## src/rtl/chip_test_ctrl.sv

```systemverilog
// chip_test_ctrl: bring-up controller sequencing Chip reset, run-cycle watchdog and tohost/halt verdict.
// Optional retired-instruction counter enabled by `define CHIP_TEST_CTRL_RETIRE_CNT_EN.
module chip_test_ctrl #(
    parameter int                 RST_HOLD_CYCLES = 2,
    parameter int                 TIMEOUT_CYCLES  = 100000,
    parameter int                 CNT_W           = 32,
    parameter int                 ADDR_W          = 32,
    parameter int                 DATA_W          = 32,
    parameter logic [ADDR_W-1:0]  TOHOST_ADDR     = 32'h0000_FFF0
) (
    input  logic              clk,
    input  logic              rst_n,
    input  logic              restart,
    input  logic              halt,
    input  logic              bus_we,
    input  logic [ADDR_W-1:0] bus_addr,
    input  logic [DATA_W-1:0] bus_wdata,
    input  logic              retire,
    output logic              chip_rst_n,
    output logic              running,
    output logic              done,
    output logic              pass,
    output logic              fail,
    output logic              timeout,
    output logic              halted,
    output logic [DATA_W-2:0] exit_code,
    output logic [CNT_W-1:0]  cycle_cnt,
    output logic [CNT_W-1:0]  retire_cnt
);
    typedef enum logic [1:0] {HOLD, RUN, DONE} state_e;

    state_e            state_q, state_d;
    logic [CNT_W-1:0]  hold_q, hold_d;
    logic [CNT_W-1:0]  cycle_q, cycle_d;
    logic [CNT_W-1:0]  retire_q, retire_d;
    logic              pass_q, pass_d, fail_q, fail_d;
    logic              timeout_q, timeout_d, halted_q, halted_d;
    logic [DATA_W-2:0] code_q, code_d;
    logic              tohost;

    assign tohost = bus_we && bus_addr == TOHOST_ADDR && bus_wdata != '0;

    always_comb begin
        state_d   = state_q;
        hold_d    = hold_q;
        cycle_d   = cycle_q;
        retire_d  = retire_q;
        pass_d    = pass_q;
        fail_d    = fail_q;
        timeout_d = timeout_q;
        halted_d  = halted_q;
        code_d    = code_q;
        case (state_q)
            HOLD: begin
                hold_d  = hold_q == CNT_W'(RST_HOLD_CYCLES - 1) ? '0 : hold_q + 1'b1;
                state_d = hold_q == CNT_W'(RST_HOLD_CYCLES - 1) ? RUN : HOLD;
            end
            RUN: begin
                cycle_d = &cycle_q ? cycle_q : cycle_q + 1'b1;
`ifdef CHIP_TEST_CTRL_RETIRE_CNT_EN
                retire_d = (retire && !(&retire_q)) ? retire_q + 1'b1 : retire_q;
`endif
                if (tohost) begin
                    state_d = DONE;
                    pass_d  = bus_wdata == DATA_W'(1);
                    fail_d  = bus_wdata != DATA_W'(1);
                    code_d  = bus_wdata == DATA_W'(1) ? '0 : bus_wdata[DATA_W-1:1];
                end else if (halt) begin
                    state_d  = DONE;
                    halted_d = 1'b1;
                end else if (cycle_q == CNT_W'(TIMEOUT_CYCLES - 1)) begin
                    state_d   = DONE;
                    timeout_d = 1'b1;
                end
            end
            DONE: begin
                if (restart) begin
                    state_d   = HOLD;
                    hold_d    = '0;
                    cycle_d   = '0;
                    retire_d  = '0;
                    pass_d    = 1'b0;
                    fail_d    = 1'b0;
                    timeout_d = 1'b0;
                    halted_d  = 1'b0;
                    code_d    = '0;
                end
            end
            default: state_d = HOLD;
        endcase
    end

    always_ff @(posedge clk or negedge rst_n) begin
        if (!rst_n) begin
            state_q   <= HOLD;
            hold_q    <= '0;
            cycle_q   <= '0;
            retire_q  <= '0;
            pass_q    <= 1'b0;
            fail_q    <= 1'b0;
            timeout_q <= 1'b0;
            halted_q  <= 1'b0;
            code_q    <= '0;
        end else begin
            state_q   <= state_d;
            hold_q    <= hold_d;
            cycle_q   <= cycle_d;
            retire_q  <= retire_d;
            pass_q    <= pass_d;
            fail_q    <= fail_d;
            timeout_q <= timeout_d;
            halted_q  <= halted_d;
            code_q    <= code_d;
        end
    end

`ifndef CHIP_TEST_CTRL_RETIRE_CNT_EN
    logic unused_retire;
    assign unused_retire = retire;
`endif

    // rst_n gates the Chip reset so it drops without waiting for a clock
    assign chip_rst_n = rst_n && state_q != HOLD;
    assign running    = state_q == RUN;
    assign done       = state_q == DONE;
    assign pass       = pass_q;
    assign fail       = fail_q;
    assign timeout    = timeout_q;
    assign halted     = halted_q;
    assign exit_code  = code_q;
    assign cycle_cnt  = cycle_q;
    assign retire_cnt = retire_q;
endmodule

```

## config.mk

```make
export PLATFORM = sky130hd
export DESIGN_NAME = chip_test_ctrl
export DESIGN_NICKNAME = d
export VERILOG_FILES = /design/src/rtl/chip_test_ctrl.sv
export SDC_FILE = /design/constraint.sdc
export NUM_CORES = 1
export LEC_CHECK = 0
export BUFFER_PORTS_ARGS = -buffer_cell sky130_fd_sc_hd__buf_4
export CAP_MARGIN = 15
export CELL_PAD_IN_SITES_DETAIL_PLACEMENT = 1
export CELL_PAD_IN_SITES_GLOBAL_PLACEMENT = 2
export CORE_ASPECT_RATIO = 1.2
export CORE_MARGIN = 2
export CORE_UTILIZATION = 33
export DETAILED_ROUTE_END_ITERATION = 12
export HOLD_SLACK_MARGIN = 0.15
export PLACE_DENSITY = 0.81
export SKIP_CTS_REPAIR_TIMING = 1
export SYNTH_ARGS = -nofsm -noshare
export SYNTH_HDL_FRONTEND = slang
export SYNTH_SLANG_ARGS = --single-unit
```

## constraint.sdc

```tcl
create_clock -name clk -period 5.4 [get_ports clk]
set_input_delay 1.08 -clock clk [delete_from_list [all_inputs] [get_ports clk]]
set_output_delay 1.08 -clock clk [all_outputs]
set_load 0.05 [all_outputs]
```

# Word level (Yosys, flattened, before mapping)
# Index checks and enable logic that the tools add are counted.
# W data, S select, Z words.
word_totals:
  register_bits: 101
  out_inout_bits: 102
op_classes:
  n_addsub: 2
  eq_ne: 15
  muxes: 27
  n_reduce_logical: 15
ops:
  columns: ["cell", "count"]
  rows:
  - ["$pmux W32 S2", 2]
  - ["$mux W32", 3]
  - ["$mux W31", 3]
  - ["$add A32 B1 Y32 const B", 2]
  - ["$eq A32 B1 Y1 const B", 2]
  - ["$pmux W31 S2", 1]
  - ["$eq A32 B16 Y1 const B", 1]
  - ["$eq A32 B17 Y1 const B", 1]
  - ["$ne A32 B1 Y1 const B", 1]
  - ["$reduce_and A32 Y1", 1]
  - ["$reduce_bool A32 Y1", 1]
  - ["$ne A2 B2 Y1 const B", 5]
  - ["$mux W1", 9]
  - ["$mux W2", 4]
  - ["$pmux W1 S2", 4]
  - ["$pmux W2 S3", 1]
  - ["$reduce_and A3 Y1", 2]
  - ["$reduce_bool A2 Y1", 3]
  - ["$reduce_and A5 Y1", 1]
  - ["$ne A2 B1 Y1 const B", 2]
  - ["$ne A4 B2 Y1 const B", 1]
  - ["$reduce_and A2 Y1", 2]
  - ["$reduce_and A4 Y1", 1]
  - ["$logic_and A1 B1 Y1", 3]
  - ["other kinds (3)", 3]

# Logic depth before layout (Yosys ltp)
logic_depth:
  depth_word: 5
  depth_mapped: 9
  ltp_nobuf: 7

# Least setup slack after synthesis
# OpenSTA, ideal clock, no wires.
synth_timing:
  path_type: "input port to output port"
  startpoint: "input rst_n"
  endpoint: "output chip_rst_n"
  arrival_ps: 1787
  path_slack_ps: 2533
  stages: 1
  path_buffers: 0
  path_cell_list: "nor2b_1"
synth_between:
  elab_chain_len: 1
synth_lines:
  columns: ["item", "line", "text"]
  rows:
  - ["from (decl)", "12", "input logic rst_n,"]
  - ["$logic_and A1 B1 Y1", "123", "assign chip_rst_n = rst_n && state_q != HOLD;"]
  - ["to (decl)", "19", "output logic chip_rst_n,"]
# Every way passes these cells.

# Worst setup path in the final report
layout_timing:
  startpoint: "input bus_addr[16]"
  endpoint: "register code_q[11] (netlist: exit_code[11])"
layout_between:
  elab_chain_len: 5
layout_lines:
  columns: ["item", "line", "text"]
  rows:
  - ["from (decl)", "16", "input logic [ADDR_W-1:0] bus_addr,"]
  - ["$eq A32 B16 Y1", "41", "assign tohost = bus_we && bus_addr == TOHOST_ADDR && bus_wdata != '0;"]
  - ["$logic_and A1 B1 Y1 (2 in a row)", "41", null]
  - ["$ne A2 B1 Y1 (no line)", null, null]
  - ["$reduce_and A3 Y1 (no line)", null, null]
  - ["to (signal assigned)", "113", "code_q <= code_d;"]
  - ["to (decl)", "38", "logic [DATA_W-2:0] code_q, code_d;"]
# Every way passes these cells.
# A chain may end at the register's enable or synchronous reset.

==> results.yml <==
outcome:
  status: "complete, no violations"
floorplan:
  die_h_um: 147
  io_pins: 172
  die_area_um2: 18000
  core_area_um2: 16700
  initial_utilization: 0.334
  std_cell_rows: 52
  die_w_um: 123
routing:
  wire_per_inst_um: 19.1
  wl_um: 17700
  vias_per_cell: 5.55
  drcViolationCount: 0
  dr.pass1.iters: 4
  antenna_left: 0
  dr_total_vias: 5160
  drtIter0Drc: 395
worst_setup_path:
  cpPeakStageDelay_ns: 0.54
  start_kind: "input port"
  startpoint: "bus_addr[16]"
  reg2regPathDepth: 6
  endpoint_kind: "flop"
  reg2reg_from: "hold_q[0]"
  path_class: "input port to flop"
  crit_chain: "buf_4, or4_4, nor4_4, and4_1, o21a_1, buf_8, a22o_1"
  cp_max_fo: 20
  r2r-end: "hold_q[26]"
  crit_end: "exit_code[11]"
  cp.arrival_ns: 3.25
  r2r_slack_ns: 2.64
  crit_slowest_cell: "or4_4"
  required_ns: 5.70
sta:
  setup_ws_ns: 2.45
  slew_violations: 0
  hold_viol: 0
  min_period_ns: 2.95
  rsz0062_at_grt: "no"
  period_share: 0.546
  worstMarginPinSlew_ns: 1.10
  fin_setup_tns_ns: 0
  skew_ns: 0.0126
  maxSlewHeadroom: 0.263
  setup_viol: 0
  max_freq_ghz: 0.339
synthesis:
  synth_flop_cell: "dfrtp_1"
  synth.area.top_cells: "dfrtp_1 (45%), a22o_1 (5.5%), buf_4 (4.4%)"
  synthArstFlopShare: 1.00
  yosys.area.top_type: "dfrtp_1"
  synth_top_area_frac: 0.452
  syn_area_um2: 5590
  ys_types: 64
  ys_warn_count: 0
  synth_seq_cells: 101
  synth_edf_count: 0
  syn-instance-count: 580
  synth_seq_area_share: 0.452
  avgSynthCellArea_um2: 9.64
global_routing:
  grt_max_degree: 79
  antenna_found_initial: 0
  grt_pass1_vias: 5438
  grt_pass1_wl_um: 28600
  grtUsageTotal: 0.200
  grt-ovfl-total: 0
placed_design:
  placed_cell_area_um2: 6660
  placedCellCount: 911
  finalWeightedCongestion: 0.817
  dp_hpwl_um: 12900
  place.port_buffers: 138
  pre_cts_slack_ns: 1.69
clock_network:
  cts_max_level: 3
  clock-sinks: 101
  clk_pin_slew_ns: 0.08
  clkLatencyLatePin_ns: 0.37
  cts_buffers: 9
  cts_tree: "done"
  cts-root-buf: "clkbuf_16"
  clockBufferDepth: 2
finish:
  final_cells: 929
  final_common_cell: "buf_4"
  nets: 781
  drive_gt1_frac: 0.251
  area_growth_pct: 25.0
  antenna_cells: 0
  final_cell_mix: "buf_4 (142), dfrtp_1 (101), a21oi_1 (36), nand2_1 (36), a22o_1 (35)"
  stdcell_area_um2: 6980
power_and_ir_drop:
  p_leak_nw: 3.14
  peakVddDrop_v: 0.000157
  power.density_nw_per_um2: 272
hold_path:
  hold_depth: 1
  min_path_type: "flop to flop"
  hp-start: "exit_code[30]"
run:
  cap_violations: 0
## registers in the layout (all words and copies together) (netlist names)
name,count
cycle_cnt,32
exit_code,31
fail,1
halted,1
hold_q,32
pass,1
state_q,2
timeout,1
## per-stage QoR
step | total power, mW | util | hold WS, ns
final | 1.90 | 0.418 | 0.510
after global routing | 1.99 | 0.418 | 0.538
after CTS | 1.92 | 0.416 | 0.516
after detailed placement | 1.24 | 0.398 | 0.493
after global placement | 1.22 | 0.398 | 0.489
after floorplan | 1.12 | - | 0.472
## metal layers
layer / GRT usage / share of wire / up-vias
met2: 0.342 / 0.50 / 134
met5: 0 / 0 / -
met1: 0.250 / 0.43 / 2599
li1: - / - / 2407
met3: 0.0324 / 0.052 / 20
met4: 0.0741 / 0.021 / 0
## synth_stat cells (all sizes together) (4+ instances only)
master / count
nand2: 36
nand3: 24
inv: 14
nand2b: 7
o21ai: 27
nand3b: 4
dfrtp: 101
buf: 48
and4: 8
nor4: 24
and3: 8
and2: 7
a21oi: 36
or3: 16
o31ai: 12
nor2: 31
clkbuf: 10
nor3: 13
xor2: 7
nand4: 29
o211ai: 9
or4: 9
a31oi: 16
a22o: 35
## logic make-up (layout without fill, tap and decap cells)
logic type	after synthesis	in the layout	synth area share
simple gates	232	232	0.243
compound gates	157	157	0.194
flops	101	101	0.452
buf+inv	73	175	0.0815
xor+xnor	9	9	0.0141
mux	4	4	0.00739
fa+ha+maj	3	3	0.00672
other cells	1	32	0.000671
## final cells by class
class	instances	area, um^2
Tap cell	216	270
Inverter	15	57.6
Clock buffer	9	225
Timing Repair Buffer	144	1100
Clock inverter	7	73.8
Fill cell	1934	9740
Multi-Input combinational cell	437	2730
Sequential cell	101	2530
## critical path: cells and delay by family
family	cells	cell delay, ns
AOI/OAI and AO/OA	2	0.62
buffers and inverters	2	0.36
and+or+nand+nor	3	1.19
## report_power, final
part	leakage, nW	switching (mW)	internal, mW
logic	1.66	0.195	0.120
registers	1.33	0.0932	0.816
clock network	0.148	0.344	0.330
total	3.14	0.632	1.27
## worst min path at each step
stage / slack [ns] / to
after floorplan: 0.47 / hold_q[6]
after global placement: 0.49 / exit_code[7]
after detailed placement: 0.49 / exit_code[27]
after CTS: 0.52 / exit_code[5]
after global routing: 0.54 / exit_code[29]
final: 0.51 / exit_code[30]
Note: power is estimated with default switching activity, not from simulation.
